===== src/rtl/miner_nonce_scheduler.sv =====
// Nonce-range sequencer for an array of mining cores. It gives each core a slice of
// the nonce space, runs them for a cycle budget per epoch and captures the first solution.
module miner_nonce_scheduler #(
    parameter int NUM_CORES = 4,
    parameter int NONCE_W   = 64,
    parameter int CNT_W     = 32,
    parameter int EPOCH_W   = 16,
    localparam int WIN_W    = (NUM_CORES > 1) ? $clog2(NUM_CORES) : 1
) (
    input  logic                           clk,
    input  logic                           rst,
    input  logic                           cfg_start,
    input  logic                           cfg_halt,
    input  logic                           cfg_auto,
    input  logic [NONCE_W-1:0]             cfg_base_nonce,
    input  logic [5:0]                     cfg_slice_log2,
    input  logic [CNT_W-1:0]               cfg_budget,
    input  logic [NUM_CORES-1:0]           core_found,
    input  logic [NUM_CORES*NONCE_W-1:0]   core_solution,
    output logic [NUM_CORES-1:0]           core_run,
    output logic [NUM_CORES*NONCE_W-1:0]   core_start_nonce,
    output logic                           busy,
    output logic                           done,
    output logic                           found,
    output logic [NONCE_W-1:0]             solution,
    output logic [WIN_W-1:0]               winner,
    output logic [EPOCH_W-1:0]             epoch,
    output logic                           irq
);

    typedef enum logic [1:0] {
        ST_IDLE = 2'd0,
        ST_LOAD = 2'd1,
        ST_RUN  = 2'd2,
        ST_STOP = 2'd3
    } state_e;

    localparam logic [CNT_W-1:0]   CNT_ONE   = {{(CNT_W-1){1'b0}}, 1'b1};
    localparam logic [EPOCH_W-1:0] EPOCH_ONE = {{(EPOCH_W-1){1'b0}}, 1'b1};

    state_e                         state_q, state_d;
    logic [NONCE_W-1:0]             base_q, base_d;
    logic [5:0]                     slice_q, slice_d;
    logic [CNT_W-1:0]               budget_q, budget_d;
    logic                           auto_q, auto_d;
    logic [CNT_W-1:0]               cnt_q, cnt_d;
    logic [EPOCH_W-1:0]             epoch_q, epoch_d;
    logic                           found_q, found_d;
    logic                           done_q, done_d;
    logic                           irq_q, irq_d;
    logic                           busy_q, busy_d;
    logic [NUM_CORES-1:0]           run_q, run_d;
    logic [NUM_CORES*NONCE_W-1:0]   start_q, start_d;
    logic [NONCE_W-1:0]             solution_q, solution_d;
    logic [WIN_W-1:0]               winner_q, winner_d;
    logic [NONCE_W-1:0]             stride_s;

    // A shift of NONCE_W or more naturally yields zero, which is the intended wrap behaviour.
    function automatic logic [NONCE_W-1:0] slice_offset(input logic [NONCE_W-1:0] idx,
                                                        input logic [5:0]         sh);
        return idx << sh;
    endfunction

    function automatic logic [WIN_W-1:0] lowest_set(input logic [NUM_CORES-1:0] vec);
        logic [WIN_W-1:0] idx;
        idx = {WIN_W{1'b0}};
        for (int i = NUM_CORES - 1; i >= 0; i--) begin
            if (vec[i]) begin
                idx = WIN_W'(i);
            end
        end
        return idx;
    endfunction

    function automatic logic [NONCE_W-1:0] pick_solution(input logic [NUM_CORES-1:0]         vec,
                                                         input logic [NUM_CORES*NONCE_W-1:0] sols);
        logic [NONCE_W-1:0] sol;
        sol = {NONCE_W{1'b0}};
        for (int i = NUM_CORES - 1; i >= 0; i--) begin
            if (vec[i]) begin
                sol = sols[i*NONCE_W +: NONCE_W];
            end
        end
        return sol;
    endfunction

    assign stride_s = slice_offset(NONCE_W'(NUM_CORES), slice_q);

    // State register.
    always_ff @(posedge clk or posedge rst) begin
        if (rst) begin
            state_q <= ST_IDLE;
        end else begin
            state_q <= state_d;
        end
    end

    // Next-state logic; a find outranks halt, and halt outranks budget expiry.
    always_comb begin
        state_d = state_q;
        case (state_q)
            ST_IDLE: begin
                if (cfg_start) begin
                    state_d = ST_LOAD;
                end else begin
                    state_d = ST_IDLE;
                end
            end
            ST_LOAD: begin
                if (cfg_halt) begin
                    state_d = ST_STOP;
                end else begin
                    state_d = ST_RUN;
                end
            end
            ST_RUN: begin
                if ((|core_found) || cfg_halt) begin
                    state_d = ST_STOP;
                end else if (cnt_q == CNT_ONE) begin
                    state_d = auto_q ? ST_LOAD : ST_STOP;
                end else begin
                    state_d = ST_RUN;
                end
            end
            ST_STOP: begin
                state_d = ST_IDLE;
            end
            default: begin
                state_d = ST_IDLE;
            end
        endcase
    end

    // Datapath and output next values for the current state.
    always_comb begin
        base_d     = base_q;
        slice_d    = slice_q;
        budget_d   = budget_q;
        auto_d     = auto_q;
        cnt_d      = cnt_q;
        epoch_d    = epoch_q;
        found_d    = found_q;
        done_d     = done_q;
        solution_d = solution_q;
        winner_d   = winner_q;
        start_d    = start_q;
        irq_d      = 1'b0;
        case (state_q)
            ST_IDLE: begin
                if (cfg_start) begin
                    base_d   = cfg_base_nonce;
                    slice_d  = cfg_slice_log2;
                    budget_d = cfg_budget;
                    auto_d   = cfg_auto;
                    epoch_d  = {EPOCH_W{1'b0}};
                    found_d  = 1'b0;
                    done_d   = 1'b0;
                end else begin
                    done_d   = done_q;
                end
            end
            ST_LOAD: begin
                for (int i = 0; i < NUM_CORES; i++) begin
                    start_d[i*NONCE_W +: NONCE_W] = base_q + slice_offset(NONCE_W'(i), slice_q);
                end
                cnt_d = (budget_q == {CNT_W{1'b0}}) ? CNT_ONE : budget_q;
            end
            ST_RUN: begin
                cnt_d = cnt_q - CNT_ONE;
                if (|core_found) begin
                    found_d    = 1'b1;
                    winner_d   = lowest_set(core_found);
                    solution_d = pick_solution(core_found, core_solution);
                end else if (cfg_halt) begin
                    found_d    = 1'b0;
                end else if ((cnt_q == CNT_ONE) && auto_q) begin
                    base_d     = base_q + stride_s;
                    epoch_d    = epoch_q + EPOCH_ONE;
                end else begin
                    found_d    = found_q;
                end
            end
            ST_STOP: begin
                done_d = 1'b1;
                irq_d  = found_q;
            end
            default: begin
                irq_d = 1'b0;
            end
        endcase
        run_d  = (state_d == ST_RUN) ? {NUM_CORES{1'b1}} : {NUM_CORES{1'b0}};
        busy_d = (state_d != ST_IDLE);
    end

    // Datapath and output registers; reset clears every output, dropping core_run at once.
    always_ff @(posedge clk or posedge rst) begin
        if (rst) begin
            base_q     <= {NONCE_W{1'b0}};
            slice_q    <= 6'd0;
            budget_q   <= {CNT_W{1'b0}};
            auto_q     <= 1'b0;
            cnt_q      <= {CNT_W{1'b0}};
            epoch_q    <= {EPOCH_W{1'b0}};
            found_q    <= 1'b0;
            done_q     <= 1'b0;
            irq_q      <= 1'b0;
            busy_q     <= 1'b0;
            run_q      <= {NUM_CORES{1'b0}};
            start_q    <= {(NUM_CORES*NONCE_W){1'b0}};
            solution_q <= {NONCE_W{1'b0}};
            winner_q   <= {WIN_W{1'b0}};
        end else begin
            base_q     <= base_d;
            slice_q    <= slice_d;
            budget_q   <= budget_d;
            auto_q     <= auto_d;
            cnt_q      <= cnt_d;
            epoch_q    <= epoch_d;
            found_q    <= found_d;
            done_q     <= done_d;
            irq_q      <= irq_d;
            busy_q     <= busy_d;
            run_q      <= run_d;
            start_q    <= start_d;
            solution_q <= solution_d;
            winner_q   <= winner_d;
        end
    end

    assign core_run         = run_q;
    assign core_start_nonce = start_q;
    assign busy             = busy_q;
    assign done             = done_q;
    assign found            = found_q;
    assign solution         = solution_q;
    assign winner           = winner_q;
    assign epoch            = epoch_q;
    assign irq              = irq_q;

endmodule


===== config.mk =====
export PLATFORM = sky130hd
export DESIGN_NAME = miner_nonce_scheduler
export DESIGN_NICKNAME = d
export VERILOG_FILES = /design/src/rtl/miner_nonce_scheduler.sv
export SDC_FILE = /design/constraint.sdc
export NUM_CORES = 2
export LEC_CHECK = 0
export CORE_ASPECT_RATIO = 0.5
export CORE_MARGIN = 3
export CORE_UTILIZATION = 40
export CTS_CLUSTER_DIAMETER = 150
export DETAILED_ROUTE_END_ITERATION = 10
export SYNTH_ARGS = -nofsm -noshare
export SYNTH_HDL_FRONTEND = slang
export SYNTH_SLANG_ARGS = --single-unit

===== constraint.sdc =====
create_clock -name clk -period 19.85 [get_ports clk]
set_input_delay 1.985 -clock clk [delete_from_list [all_inputs] [get_ports clk]]
set_output_delay 1.985 -clock clk [all_outputs]
set_load 0.1 [all_outputs]

==> results.toml <==
[global_route]
grt_overflow = 0
grt_pass1_wl_um = 222000
grt_usage = 0.309
antenna_found_initial = 6
grt_pass1_vias = 33800
grt_start_max_net_pins = 160

[timing]
rsz0062_at_grt = "false"
slew_violations = 0
fin_crit_sh = 0.409
min_period_ps = 8110
skew_ps = 31.0
fin_setup_tns_ps = 0
fmax_mhz = 123
tightest_slew_ps = 1220
final-hold-violation-count = 0
maxSlewHeadroom = 0.186
finalSetupViolations = 0

[die]
io_pins = 713
die_x_um = 431
die_h_um = 218
die-area_um2 = 94000
start_util = 0.406
core_um2 = 88800
rows = 77

[logic_synthesis]
synth_largest_area_cell = "dfrtp_1"
synth_enable_flop_cells = 0
synthCells = 4116
synth_top_area_frac = 0.332
synthArstFlopShare = 1.00
syn_area_um2 = 36100
syn-num-nets = 4710
yosysMostFrequentCell = "dfrtp_1"
netlist_top_cells_count = "dfrtp_1 (478), nand2_1 (368), a21oi_1 (364)"
synth_seq_cells = 478
synth-main-ff-cell = "dfrtp_1"
ys_types = 93
synth_area_leaders = "dfrtp_1 (33%), mux2_2 (7.9%), ha_1 (7.7%), a21oi_1 (5.1%), xnor2_1 (4.3%)"
seq_area_frac_synth = 0.332
syn_avg_cell_area_um2 = 8.76
ys_warn_count = 0

[place]
dpl_cell_area_um2 = 44100
portBuffers = 712
gp_congestion = 0.963
place_hpwl_um = 119000

[cts]
cts_tree = "built"
cts_resized = 0
h-tree-depth = 2
numCtsBuffers = 48
clk-insertion-delay-late_ps = 650
ctsHoldBuffers = 0
clk_pin_slew_ps = 70
clockBufferDepth = 3
root_buffer = "clkbuf_16"
cts_setup_buffers = 0
clock-sinks = 478

[final_layout]
nFillCells = 8297
area_growth_pct = 27.0
drive_gt1_frac = 0.0969
stdcell_area_um2 = 45800
nets = 5252

[detailed_routing]
dr.first_iter.drc_count = 3752
top_layer_used = "met4"
final_antenna_net_count = 0
avgViaCountPerCell = 6.00
via_count = 35300
wl_met1_um = 67100
met3WireLength_um = 10300
wl_per_cell_um = 25.8
routed_wl_um = 152000
dr_wl_met2_um = 70100
dr.pass1.iters = 6
drc = 0

[critical_path]
critPathMaxFanout = 30
critical_path_required_ps = 20380
start_kind = "flip-flop"
cpMaxStageDelayCell = "a2111oi_0"
endpoint_kind = "flip-flop"
slowest_delay_ps = 850
cp.buffers_inverters = 5
cp_cell_sequence = "buf_4 -> inv_1 -> ha_1 -> buf_4 -> inv_1 -> buf_4 -> nor2_1 -> ha_1 -> fa_1 -> a21oi_1 -> o21ai_0 -> a211oi_1 -> o41ai_1 -> a31oi_1 -> nor3_1 -> o21ai_0 -> a2111oi_0 -> o21ai_0 -> nor2b_1 -> xnor2_1 -> mux2_2"
path_delay_family = "compound AO/OA/AOI/OAI gates"
critPathArrivalTime_ps = 8640
critPathKind = "reg2reg"

[run]
maxCapViolCount = 0

[outcome]
status = "finished, final reports clean"

[worst_hold_path]
hp-class = "reg2reg"
## tightest hold or removal path, cell delays in order (launching register included)
cell	delay (ps)
dfrtp_1	340
nand2_1	50
o31ai_1	50
## layout make-up
cell class,count,area (µm²),area share
well taps,1185,1480,0.0324
inverters,113,432,0.00943
diodes,6,15.0,0.000328
flip-flops and latches,478,12000,0.261
clock inverters,24,405,0.00885
clock buffers,63,1310,0.0285
multi-input cells,3253,22700,0.495
repair buffers,764,7500,0.164
## cell families (layout without fill, tap and decap cells)
| family | Yosys count | after routing | synth area share |
|---|---|---|---|
| muxes | 297 | 297 | 0.0912 |
| buffers and inverters | 385 | 964 | 0.0412 |
| adders and majority gates | 247 | 247 | 0.0851 |
| and+or+nand+nor | 1107 | 1107 | 0.146 |
| xor gates and xnor gates | 264 | 264 | 0.0641 |
| AOI/OAI and AO/OA | 1338 | 1338 | 0.241 |
| other | 0 | 6 | 0 |
| DFF | 478 | 478 | 0.332 |
## cell usage in the layout (no fill, tap or decap), types with 21 or more instances in the layout
| master | n |
|---|---|
| a211oi_1 | 27 |
| a21o_1 | 138 |
| a21oi_1 | 363 |
| a221oi_1 | 72 |
| a31oi_1 | 49 |
| and2_1 | 31 |
| and3_1 | 48 |
| buf_4 | 60 |
| clkbuf_16 | 48 |
| clkdlybuf4s50_1 | 702 |
| dfrtp_1 | 478 |
| ha_1 | 220 |
| inv_1 | 104 |
| mux2_2 | 254 |
| mux2i_1 | 43 |
| nand2_1 | 365 |
| nand2b_1 | 21 |
| nand3_1 | 96 |
| nand4_1 | 42 |
| nor2_1 | 248 |
| nor2b_1 | 24 |
| nor3_1 | 100 |
| nor4_1 | 42 |
| o211ai_1 | 26 |
| o21a_1 | 31 |
| o21ai_0 | 230 |
| o21bai_1 | 50 |
| o22ai_1 | 103 |
| o31ai_1 | 91 |
| or2_2 | 22 |
| xnor2_1 | 179 |
| xor2_1 | 85 |
## registers in the layout, summed over array words and instances, names as in the netlist, 6 cells and up
name and count:
core_start_nonce 254, base_q 64, solution 64, budget_q 32, cnt_q 32, epoch 16
slice_q 6
## metrics by stage
stage | cells | utilization | hold slack [ps] | worst slack [ps]
floorplan | 4116 | - | 479 | 4530
global placement | 5793 | 0.496 | 461 | 12620
detailed placement | 5793 | 0.496 | 465 | 12130
CTS | 5880 | 0.515 | 480 | 12070
global route | 5885 | 0.516 | 499 | 11320
finish | 5886 | 0.516 | 474 | 11740
## worst paths after layout
check / from / end / slack, ps / cells after the start
worst max-delay path: slice_q[1] / core_start_nonce[250] / 11740 / 21
worst min-delay path: solution[19] / solution[19] / 470 / 2
worst max register to register: slice_q[1] / core_start_nonce[250] / 11740 / 21
worst min register to register: solution[19] / solution[19] / 470 / 2
max in group asynchronous: rst / base_q[24] / 15750 / 4
min in group asynchronous: rst / budget_q[30] / 1830 / 2
## routing by layer
| layer | vias to the layer above | track usage |
|---|---|---|
| met5 | - | 0 |
| met4 | 0 | 0.0822 |
| met3 | 202 | 0.0523 |
| met2 | 1375 | 0.502 |
| met1 | 17400 | 0.427 |
| li1 | 16400 | - |
Power is not shown: default switching activity piles up to over one toggle a cycle in this logic, so the estimate is an artifact.
